===== src/rtl/deco_pkg.sv =====
// Shared encodings and decode helpers for the deco_scan block.
package deco_pkg;

    // Encoding of the two-bit mode input
    localparam logic [1:0] MODE_OFF    = 2'b00;
    localparam logic [1:0] MODE_DIRECT = 2'b01;
    localparam logic [1:0] MODE_SCAN   = 2'b10;
    localparam logic [1:0] MODE_SWEEP  = 2'b11;

    // Controller states
    typedef enum logic [1:0] {
        S_OFF    = 2'b00,
        S_DIRECT = 2'b01,
        S_SCAN   = 2'b10,
        S_DONE   = 2'b11
    } state_t;

    // One bit of a one-hot decode: true when position pos is selected and
    // exists in an out_w-wide vector.
    function automatic logic onehot_bit(input int unsigned sel,
                                        input int unsigned pos,
                                        input int unsigned out_w);
        return (pos < out_w) && (sel == pos);
    endfunction

    // A select value with no matching output line
    function automatic logic out_of_range(input int unsigned sel,
                                          input int unsigned out_w);
        return sel >= out_w;
    endfunction

endpackage


===== src/rtl/deco_onehot.sv =====
// Combinational binary-to-one-hot decoder with an out-of-range flag.
// Positive polarity; any output inversion is done by the caller.
module deco_onehot
    import deco_pkg::*;
#(
    parameter int SEL_W = 3,
    parameter int OUT_W = 8
) (
    input  logic [SEL_W-1:0] sel,
    output logic [OUT_W-1:0] onehot,
    output logic             oor
);

    // One comparator per output line
    for (genvar gi = 0; gi < OUT_W; gi++) begin : g_line
        assign onehot[gi] = onehot_bit(32'(sel), gi, OUT_W);
    end

    assign oor = out_of_range(32'(sel), OUT_W);

endmodule


===== src/rtl/deco_scan.sv =====
// Registered one-hot decoder: handshaked direct decode, or an autonomous
// walking-one scan (continuous or single sweep) with programmable dwell.
module deco_scan
    import deco_pkg::*;
#(
    parameter int SEL_W      = 3,
    parameter int OUT_W      = 8,
    parameter int DWELL_W    = 8,
    parameter bit ACTIVE_LOW = 1'b0
) (
    input  logic               clk,
    input  logic               rst_n,
    input  logic               en,
    input  logic [1:0]         mode,
    input  logic [SEL_W-1:0]   in,
    input  logic               in_valid,
    output logic               in_ready,
    input  logic [DWELL_W-1:0] dwell,
    output logic [OUT_W-1:0]   d,
    output logic               d_valid,
    output logic               err,
    output logic               wrap,
    output logic               done
);

    // Value of d with no line asserted, in output polarity
    localparam logic [OUT_W-1:0] D_IDLE  = {OUT_W{ACTIVE_LOW}};
    localparam logic [SEL_W-1:0] IDX_TOP = SEL_W'(OUT_W - 1);

    state_t             state_reg, state_next;
    logic [1:0]         mode_reg;
    logic [SEL_W-1:0]   index_reg, index_next;
    logic [DWELL_W-1:0] cnt_reg, cnt_next;
    logic [DWELL_W-1:0] dwell_reg, dwell_next;
    logic [OUT_W-1:0]   d_reg;
    logic [OUT_W-1:0]   dpos_next;
    logic               d_valid_reg, d_valid_next;
    logic               err_reg, err_next;
    logic               wrap_reg, wrap_next;
    logic               done_reg, done_next;

    logic               mode_change;
    logic               last_idx;
    logic               step_end;
    logic               accept;
    state_t             mode_state;
    logic [SEL_W-1:0]   scan_sel;
    logic [SEL_W-1:0]   dec_sel;
    logic [OUT_W-1:0]   dec_onehot;
    logic               dec_oor;

    assign in_ready    = en && (state_reg == S_DIRECT);
    assign accept      = in_valid && in_ready;
    assign mode_change = (mode != mode_reg);
    assign last_idx    = (index_reg == IDX_TOP);
    assign step_end    = (cnt_reg == dwell_reg);

    // Index the scan will display after this edge. The first scan cycle
    // (d not yet valid) shows index 0, which is where entry left index_reg.
    assign scan_sel = (d_valid_reg && !last_idx) ? index_reg + SEL_W'(1) : '0;
    assign dec_sel  = (state_reg == S_DIRECT) ? in : scan_sel;

    deco_onehot #(
        .SEL_W (SEL_W),
        .OUT_W (OUT_W)
    ) u_onehot (
        .sel    (dec_sel),
        .onehot (dec_onehot),
        .oor    (dec_oor)
    );

    // State the current mode input asks for; a held SWEEP keeps S_DONE
    always_comb begin
        mode_state = S_OFF;
        case (mode)
            MODE_OFF:    mode_state = S_OFF;
            MODE_DIRECT: mode_state = S_DIRECT;
            default:     mode_state = (state_reg == S_DONE && mode == MODE_SWEEP)
                                      ? S_DONE : S_SCAN;
        endcase
    end

    // Next-state, counter and output-register logic
    always_comb begin
        state_next   = state_reg;
        index_next   = index_reg;
        cnt_next     = cnt_reg;
        dwell_next   = dwell_reg;
        dpos_next    = d_reg ^ D_IDLE;
        d_valid_next = d_valid_reg;
        err_next     = 1'b0;
        wrap_next    = 1'b0;
        done_next    = done_reg;

        if (mode_change) begin
            // Any mode change restarts from a clean, deasserted output.
            // An input accepted on this same edge is dropped.
            state_next   = mode_state;
            index_next   = '0;
            cnt_next     = '0;
            dpos_next    = '0;
            d_valid_next = 1'b0;
            done_next    = 1'b0;
        end else begin
            case (state_reg)
                S_OFF: begin
                    dpos_next    = '0;
                    d_valid_next = 1'b0;
                end
                S_DIRECT: begin
                    if (accept) begin
                        if (dec_oor) begin
                            dpos_next    = '0;
                            d_valid_next = 1'b0;
                            err_next     = 1'b1;
                        end else begin
                            dpos_next    = dec_onehot;
                            d_valid_next = 1'b1;
                        end
                    end
                end
                S_SCAN: begin
                    if (!d_valid_reg) begin
                        // First scan cycle: show index 0, start its step
                        dpos_next    = dec_onehot;
                        d_valid_next = 1'b1;
                        cnt_next     = '0;
                        dwell_next   = dwell;
                    end else if (step_end) begin
                        cnt_next   = '0;
                        dwell_next = dwell;
                        if (last_idx && mode == MODE_SWEEP) begin
                            state_next   = S_DONE;
                            index_next   = '0;
                            dpos_next    = '0;
                            d_valid_next = 1'b0;
                            done_next    = 1'b1;
                        end else begin
                            index_next = scan_sel;
                            dpos_next  = dec_onehot;
                            wrap_next  = last_idx;
                        end
                    end else begin
                        cnt_next = cnt_reg + DWELL_W'(1);
                    end
                end
                S_DONE: begin
                    dpos_next    = '0;
                    d_valid_next = 1'b0;
                end
                default: begin
                    state_next = S_OFF;
                end
            endcase
        end
    end

    // State and output registers; en low freezes everything except the
    // pulses, which drop so each lasts exactly one cycle.
    always_ff @(posedge clk or negedge rst_n) begin
        if (!rst_n) begin
            state_reg   <= S_OFF;
            mode_reg    <= MODE_OFF;
            index_reg   <= '0;
            cnt_reg     <= '0;
            dwell_reg   <= '0;
            d_reg       <= D_IDLE;
            d_valid_reg <= 1'b0;
            err_reg     <= 1'b0;
            wrap_reg    <= 1'b0;
            done_reg    <= 1'b0;
        end else if (en) begin
            state_reg   <= state_next;
            mode_reg    <= mode;
            index_reg   <= index_next;
            cnt_reg     <= cnt_next;
            dwell_reg   <= dwell_next;
            d_reg       <= dpos_next ^ D_IDLE;
            d_valid_reg <= d_valid_next;
            err_reg     <= err_next;
            wrap_reg    <= wrap_next;
            done_reg    <= done_next;
        end else begin
            err_reg     <= 1'b0;
            wrap_reg    <= 1'b0;
        end
    end

    assign d       = d_reg;
    assign d_valid = d_valid_reg;
    assign err     = err_reg;
    assign wrap    = wrap_reg;
    assign done    = done_reg;

endmodule


===== config.mk =====
export PLATFORM = sky130hd
export DESIGN_NAME = deco_scan
export DESIGN_NICKNAME = d
export VERILOG_FILES = /design/src/rtl/deco_pkg.sv /design/src/rtl/deco_onehot.sv /design/src/rtl/deco_scan.sv
export SDC_FILE = /design/constraint.sdc
export NUM_CORES = 1
export LEC_CHECK = 0
export CAP_MARGIN = 0
export CORE_MARGIN = 4
export CORE_UTILIZATION = 45
export DETAILED_ROUTE_END_ITERATION = 10
export PLACE_DENSITY = 0.72
export SETUP_SLACK_MARGIN = 0.1
export SYNTH_ARGS = -nofsm -noshare
export SYNTH_HDL_FRONTEND = slang
export SYNTH_SLANG_ARGS = --single-unit
export TNS_END_PERCENT = 1

===== constraint.sdc =====
create_clock -name clk -period 2.6 [get_ports clk]
set_clock_uncertainty 0.15 [all_clocks]
set_input_delay 0.39 -clock clk [delete_from_list [all_inputs] [get_ports clk]]
set_output_delay 0.39 -clock clk [all_outputs]
set_load 0.005 [all_outputs]

-- Word level (Yosys, flattened, before mapping)
Index checks and enable logic that the tools add are counted.
- bits in registers: 34
- input port bits: 17
- logic and storage cells: 93
- $add $sub $neg: 2
- equality and inequality tests: 18
- mux-type cells: 43
- bitwise logic cells: 1
- reduce and logical (&&, ||, !) cells: 20
- operators with widths (operator ; count):
    $mux 8 ; 11
    $pmux 8 s3 ; 1
    $mux 3 ; 7
    $mux 1 ; 17
    $eq 3x3->1 const B ; 5
    $mux 2 ; 5
    $add 8x1->8 const B ; 1
    $eq 8x8->1 ; 1
    $reduce_and 4->1 ; 2
    $reduce_bool 2->1 ; 4
    $eq 2x2->1 const B ; 3
    $eq 3x2->1 const B ; 2
    $logic_and 1x1->1 ; 5
    $reduce_and 5->1 ; 1
    $eq 2x1->1 const B ; 2
    $logic_not 2->1 ; 2
    $ne 4x4->1 const B ; 1
    $pmux 2 s2 ; 1
    $reduce_and 2->1 ; 2
    $add 3x1->3 const B ; 1
    $eq 3x1->1 const B ; 1
    $logic_not 3->1 ; 1
    $ne 3x3->1 const B ; 1
    $pmux 1 s3 ; 1
    other kinds (6) ; 6

-- Logic depth before layout (Yosys ltp)
Gate-level depths: netlist (run 1).
- depth in word-level cells: 11
- gate-level depth with buffers: 7
- gate-level depth less buffers: 7

-- By module
A second synthesis (run 1) with hierarchy kept.
- cells, all modules: 180
- area total of the unflattened synthesis: 1914.3 sq um
- by module, submodules not included (module ; times used ; cells an instance ; area an instance (sq um) ; sequential area each (sq um)):
    deco_scan ; 1 ; 170 ; 1838.0 ; 875.8
    deco_onehot ; 1 ; 10 ; 76.3 ; 0.0

-- Worst setup path after synthesis (run 1)
OpenSTA, ideal clock, no wires.
- kind: register to register
- from: reg index_reg[0]
- to: reg d_reg[3] (netlist: d[3])
- library setup time: 0.064 ns
- arrival: 1.859 ns
- data required time: 2.386 ns
- path slack: 0.527 ns
- stages on the path, launching flop included: 8
- clock period less this slack: 2.073 ns
- cells stage by stage: dfrtp_1 ha_1 ha_1 and3b_1 mux2_4 or3b_4 nor2_1 mux2_2
- word-level cells in the longest chain between the ends: 11
- ends and longest elaborated chain (element ; RTL line ; source):
    start, declared ; deco_scan.sv:32 ; logic [SEL_W-1:0] index_reg, index_next;
    start signal, assigned ; deco_scan.sv:175 ; index_reg <= index_next;
    parallel branches: the longest is 9 deep, another holds $add 3x1->3 ; -- ;
    $pmux 8 s3 (*) ; deco_scan.sv:105 ; case (state_reg)
    $mux 8 (*) ; deco_scan.sv:95 ; if (mode_change) begin
    end signal, assigned ; deco_scan.sv:178 ; d_reg <= dpos_next ^ D_IDLE;
    end, declared ; deco_scan.sv:35 ; logic [OUT_W-1:0] d_reg;
Mark *: on every way between the ends. The select of a mux whose other input is x is not followed.
A chain may end at the register's enable or synchronous reset.

-- Final worst setup path (run 1)
- from: reg state_reg[1]
- to: out in_ready
- word-level cells in the longest chain between the ends: 2
- ends and longest elaborated chain (element ; RTL line ; source):
    start, declared ; deco_scan.sv:30 ; state_t state_reg, state_next;
    start signal, assigned ; deco_scan.sv:173 ; state_reg <= state_next;
    $eq 2x1->1 ; deco_scan.sv:52 ; assign in_ready = en && (state_reg == S_DIRECT);
    $logic_and 1x1->1 ; deco_scan.sv:52 ;
    end, declared ; deco_scan.sv:17 ; output logic in_ready,
No other way between the ends.

==> results of run 1 <==
## cell families (layout without fill, tap and decap cells)
group           count (synthesis)  in the layout  synth area share, %
xor+xnor                       10             10                 4.65
other cells                     1              1                0.199
compound gates                 37             37                 15.0
flops                          34             34                 45.2
simple gates                   58             58                 16.7
buf+inv                         7             46                 2.39
fa+ha+maj                       3              3                 1.99
mux                            23             23                 13.8
## where the power goes
group | internal (mW) | total [mW] | switching [mW]
registers | 0.610 | 0.674 | 0.0646
clock network | 0.282 | 0.472 | 0.190
logic | 0.212 | 0.406 | 0.194
total | 1.10 | 1.55 | 0.449
## cell usage after synthesis (4+ instances only)
cell,count
a31o_2,5
xnor2_1,10
a32o_1,5
dfrtp_1,34
nand2b_1,4
nor2_1,13
nand2_1,13
a21oi_1,4
o21ai_0,8
nand3_1,6
mux2_2,19
## per-layer routing
layer | wire, um | vias up | GRT usage (%)
met2 | 2200 | 48 | 32.2
met5 | 0 | - | 0
met3 | 207 | 4 | 4.96
met1 | 1760 | 727 | 20.6
met4 | 34 | 0 | 4.92
li1 | - | 715 | -
## path summary, 6_finish.rpt
path                                    from      endpoint  slack (ns)  cells after the start
worst max-delay path            state_reg[1]      in_ready        0.36                      3
worst min-delay path                    done          done        0.35                      2
worst max register to register    cnt_reg[5]  index_reg[0]        0.37                      5
worst min register to register          done          done        0.35                      2
max in group asynchronous              rst_n          d[1]        1.63                      2
min in group asynchronous              rst_n  dwell_reg[7]        0.36                      2
## per-stage QoR
step	cell area (um^2)	cells	utilization [%]	hold slack [ns]
after global routing	2360	262	58.6	0.372
final	2360	262	58.6	0.349
after CTS	2360	262	58.6	0.354
after detailed placement	2250	254	55.9	0.339
after global placement	2250	254	55.9	0.334
after floorplan	1880	173	-	-0.0556
## critical path, delay by kind of cell (launching register included)
| kind | cells | cell delay (ns) |
|---|---|---|
| buf+inv | 1 | 0.52 |
| flops | 1 | 0.41 |
| simple gates | 2 | 0.49 |
## area by class of cell
cell class	count	area (um^2)	share of cell area, %
Multi-Input combinational cell	132	986	41.8
Sequential cell	34	851	36.1
Timing Repair Buffer	37	348	14.7
Clock buffer	5	68.8	2.92
Tap cell	50	62.6	2.65
Clock inverter	3	40.0	1.70
Inverter	1	3.75	0.159
==> out/results.ini, run 1 <==
[floorplan]
die-width_um = 72.7
num_rows = 23
initial_utilization_pct = 46.7
dieArea_um2 = 5280
dieHeight_um = 72.7
design.core.area_um2 = 4030
num_io_pins = 30

[layout]
antennaDiodeCount = 0
finalNetCount = 231
final_cell_mix = dfrtp_1 (34), clkdlybuf4s50_1 (28), mux2_2 (19)
syn_to_final_growth_pct = 25.4
final_common_cell = dfrtp_1
drive_gt1_share_pct = 22.6
fillers = 352

[drt]
routed_wirelength_mm = 4.21
drc = 0
wire_per_inst_um = 16.0
final_antenna_net_count = 0
vias = 1494
drtIter0Drc = 96
dr.pass1.iters = 4
via_per_inst = 5.70

[placed_design]
routabilityCongestion = 0.854
hpwlAfterDp_mm = 3.16
place_ws_ns = 0.135
io_buffers = 28

[timing]
slew_violations = 0
setup_slack_ns = 0.358
setup_violations = 0
tightest_slew_ns = 0.590
rsz0062_at_grt = no
max_freq_mhz = 446
tns_ns = 0
slew_headroom_pct = 60.4
finalCritPeriodShare_pct = 86.2
fin_crit_ns = 2.24
finalHoldViolCount = 0

[critical_path]
critPathMaxStageDelay_ns = 0.52
critical_path_required_ns = 2.06
critPathCaptureType = primary output
cp-start-kind = flop
setup.worst_path.class = reg2out
path_max_fanout = 7
cp_cell_sequence = nand2b_1, nor2_1, clkdlybuf4s50_1
slowest_stage = clkdlybuf4s50_1
crit_arrival_ns = 1.70

[synthesis]
synth_edf_count = 0
netlist.area_leader.share_pct = 45.2
syn_nets = 193
ys_warn_count = 0
synth.yosys.seq_area_share_pct = 45.2
synth.area.top_cells = dfrtp_1 (45%), mux2_2 (11%), xnor2_1 (4.7%)
ys_ff_latch = 34
async_flop_share_pct = 100
ys_types = 46
synthCells = 173
synth_flop_cell = dfrtp_1
syn_avg_cell_area_um2 = 10.9
yosysTopAreaCell = dfrtp_1
synth_area_um2 = 1880

[cts]
cts-resized-gates = 0
clk_latency_ns = 0.28
clockRootBuffer = clkbuf_8
cts_tree = yes
cts_setup_buffers = 0
path_clk_slew_ns = 0.07
cts_max_path_buffers = 2
cts_hold_buf = 0
cts_max_level = 2
clock_sinks = 34
cts_buffers = 5

[power_and_ir_drop]
leakagePower_nw = 1.02
ir_drop_mv = 0.366
power_density_nw_per_um2 = 658
power.total_mw = 1.55

[outcome]
outcome = finished, final reports clean

[global_routing]
track_usage_pct = 17.8
grt_pass1_vias = 1596
grt_pass1_wl_mm = 7.29
antenna_found_initial = 0
overflow = 0
grt_max_degree = 35

[hold_path]
hold_path_class = reg2reg

[flow_run]
drv_cap = 0

Note: power is estimated with default switching activity, not from simulation.
==> run 2, diff against run 1 <==
Settings changed: ABC_AREA set to 1, PLACE_DENSITY 0.72 to 0.71.
==> out/results.ini, run 2 <==
[outcome]
outcome = finished, final reports clean

[timing]
tns_ns = 0  ; unchanged
finalHoldViolCount = 0  ; unchanged
setup_violations = 0  ; unchanged
rsz0062_at_grt = no
slew_violations = 0  ; unchanged
fin_crit_ns = 2.26  ; +0.0181 ns
finalCritPeriodShare_pct = 86.9  ; +0.70 points
max_freq_mhz = 443  ; -0.80%
setup_slack_ns = 0.340  ; -0.0181 ns
whs_ns = 0.331  ; -0.0181 ns

[floorplan]
design.core.area_um2 = 4350  ; +8.1%
num_io_pins = 30  ; unchanged
die-width_um = 75.2  ; +3.5%
initial_utilization_pct = 46.7  ; about the same
dieHeight_um = 75.2  ; +3.5%
num_rows = 24  ; +4.3%
dieArea_um2 = 5650  ; +7.1%

[cts]
clk_latency_ns = 0.28  ; about the same
cts_max_path_buffers = 2  ; unchanged
cts_hold_buf = 0  ; unchanged
cts-resized-gates = 0  ; unchanged
clock_sinks = 34  ; unchanged
path_clk_slew_ns = 0.07  ; about the same
cts_max_level = 2  ; unchanged
clockRootBuffer = clkbuf_8
cts_buffers = 5  ; unchanged
cts_tree = yes
cts_setup_buffers = 0  ; unchanged

[critical_path]
crit_path_end = in_ready
critical_path_required_ns = 2.06  ; about the same
cp-start-kind = flop
critPathCaptureType = primary output
startpoint = state_reg[1]
path_depth = 4  ; +1
rr_startpoint = index_reg[0]
path_delay_family = buffers and inverters
path_max_fanout = 7  ; unchanged
slowest_stage = clkdlybuf4s50_1
setup.worst_path.class = reg2out
rrSetupSlack_ns = 0.70  ; +0.33 ns
r2r_cells = 9  ; +4
crit_arrival_ns = 1.72  ; +0.02 ns
critPathMaxStageDelay_ns = 0.51  ; about the same
cp_cell_sequence = nor2_1, inv_1, nor2_1, clkdlybuf4s50_1
cp_common_cell = nor2_1
path_buf_inv = 2  ; +1
r2r_end = d[2]

[power_and_ir_drop]
p_comb_share_pct = 35.7  ; +9.5 points
p_seq_share_pct = 41.2  ; -2.2 points
ir_drop_mv = 0.447  ; +22%
leakagePower_nw = 1.26  ; +23%
intPower_mw = 1.07  ; -2.7%
power_density_nw_per_um2 = 707  ; +7.5%
power.share.clock_pct = 23.1  ; -7.3 points
p_sw_mw = 0.667  ; +49%
switching_share_pct = 38.3  ; +9.4 points

[synthesis]
synth_most_common_cell = nand2_1
ys_types = 28  ; -39%
syn_avg_cell_area_um2 = 7.50  ; -31%
synthTopCellsByCount = nand2_1 (105), dfrtp_1 (34), nand3_1 (30)
synth_edf_count = 0  ; unchanged
synth_area_um2 = 2030  ; +8.0%
ys_ff_latch = 34  ; unchanged
synth.yosys.seq_area_share_pct = 41.9  ; -3.3 points
synth.area.top_cells = dfrtp_1 (42%), nand2_1 (19%), nand3_1 (7.4%)
syn_nets = 291  ; +51%
synthCells = 271  ; +57%
yosysTopAreaCell = dfrtp_1
synth_flop_cell = dfrtp_1
async_flop_share_pct = 100  ; unchanged
ys_warn_count = 0  ; unchanged
netlist.area_leader.share_pct = 41.9  ; -3.3 points

[layout]
final_cell_count_no_fill = 358  ; +37%
final_common_cell = nand2_1
antennaDiodeCount = 0  ; unchanged
drive_gt1_share_pct = 10.1  ; -13 points
finalNetCount = 325  ; +41%
fillers = 407  ; +16%
final_cell_mix = nand2_1 (105), dfrtp_1 (34), nand3_1 (30)
final_core_util_pct = 56.6  ; -2.0 points
syn_to_final_growth_pct = 21.2

[drt]
vias = 1759  ; +18%
drtIter0Drc = 127  ; +32%
final_antenna_net_count = 0  ; unchanged
wire_per_inst_um = 11.5  ; -28%
drc = 0  ; unchanged
via_per_inst = 4.91  ; -14%
routed_wirelength_mm = 4.13  ; -1.9%
dr.pass1.iters = 4  ; unchanged

[placed_design]
routabilityCongestion = 0.841  ; -1.5%
dp_cells = 350  ; +38%
hpwlAfterDp_mm = 3.07  ; -3.1%
place_ws_ns = 0.334  ; +0.198 ns
io_buffers = 28  ; unchanged

[flow_run]
drv_cap = 0  ; unchanged

[global_routing]
track_usage_pct = 16.7  ; -1.2 points
grt_max_degree = 35  ; unchanged
antenna_found_initial = 0  ; unchanged
overflow = 0  ; unchanged
grt_pass1_wl_mm = 7.31  ; +0.29%
grt_pass1_vias = 1666  ; +4.4%

[hold_path]
hold_path_class = reg2reg
hold_depth = 2  ; unchanged

-- run 2: changes by cell type in the layout (fill, tap and decap cells not counted), moves of 6 or more --
cell | previous run | this run
nand2_1 | 13 | 105
mux2_2 | 19 | 0
buf_4 | 9 | 3
nand3_1 | 6 | 30
nor2_1 | 13 | 24
inv_1 | 0 | 21
o21ai_0 | 8 | 0
-- run 2: through the flow --
step	power [mW]	area [um^2]
after floorplan	1.17	2030
after global placement	1.34	2370
after detailed placement	1.35	2370
after CTS	1.76	2460
after global routing	1.88	2460
final	1.74	2460
-- run 2: worst min-delay path by stage --
stage	slack, ns	from	endpoint
final	0.33	d[3]	d[3]
after detailed placement	0.31	d[3]	d[3]
after global routing	0.35	d[4]	d[4]
after CTS	0.33	d[3]	d[3]
after floorplan	-0.06	rst_n	cnt_reg[0]
after global placement	0.31	d[7]	d[7]
-- run 2: cell type report --
cell class	count	area [um^2]	share of cell area, %
multi-input cells	206	1040	42.4
clock buffers	7	86.3	3.51
flip-flops and latches	34	851	34.6
inverters	27	109	4.42
repair buffers	31	303	12.3
well taps	52	65.1	2.64
clock inverters	1	5.00	0.203
-- run 2: worst reg2reg max path, stage by stage (launching register included) --
cell and delay, ns:
dfrtp_1 0.40, ha_1 0.20, ha_1 0.19, inv_1 0.10, nand3_1 0.10, o21ai_1 0.28
nand3b_4 0.21, nor2_1 0.05, nand3_1 0.06, nand2_1 0.05
-- run 2: power groups by stage --
stage / registers [mW] / clock network, mW / logic, mW
5_1_grt: 0.732 / 0.438 / 0.707
6_report: 0.717 / 0.402 / 0.622
3_3_place_gp: 0.726 / 0 / 0.613
2_1_floorplan: 0.696 / 0 / 0.475
3_5_place_dp: 0.726 / 0 / 0.621
4_1_cts: 0.716 / 0.415 / 0.626
-- run 2: cells by family (layout without fill, tap and decap cells) --
logic type,count (synthesis),in the layout,synth area share (%)
AND/OR/NAND/NOR,181,181,41.4
adder cells (fa/ha/maj),3,3,1.85
flip-flops,34,34,41.9
buffers and inverters,31,66,6.77
XOR/XNOR,10,10,4.31
other,1,1,0.185
AO/OA/AOI/OAI,11,11,3.57
-- run 2: metal layers --
layer / vias to the layer above / routed length [um] / track usage, %
met3: 5 / 144 / 3.60
met1: 807 / 2030 / 23.0
met4: 0 / 55 / 4.66
met2: 27 / 1900 / 26.5
met5: - / 0 / 0
li1: 920 / - / -
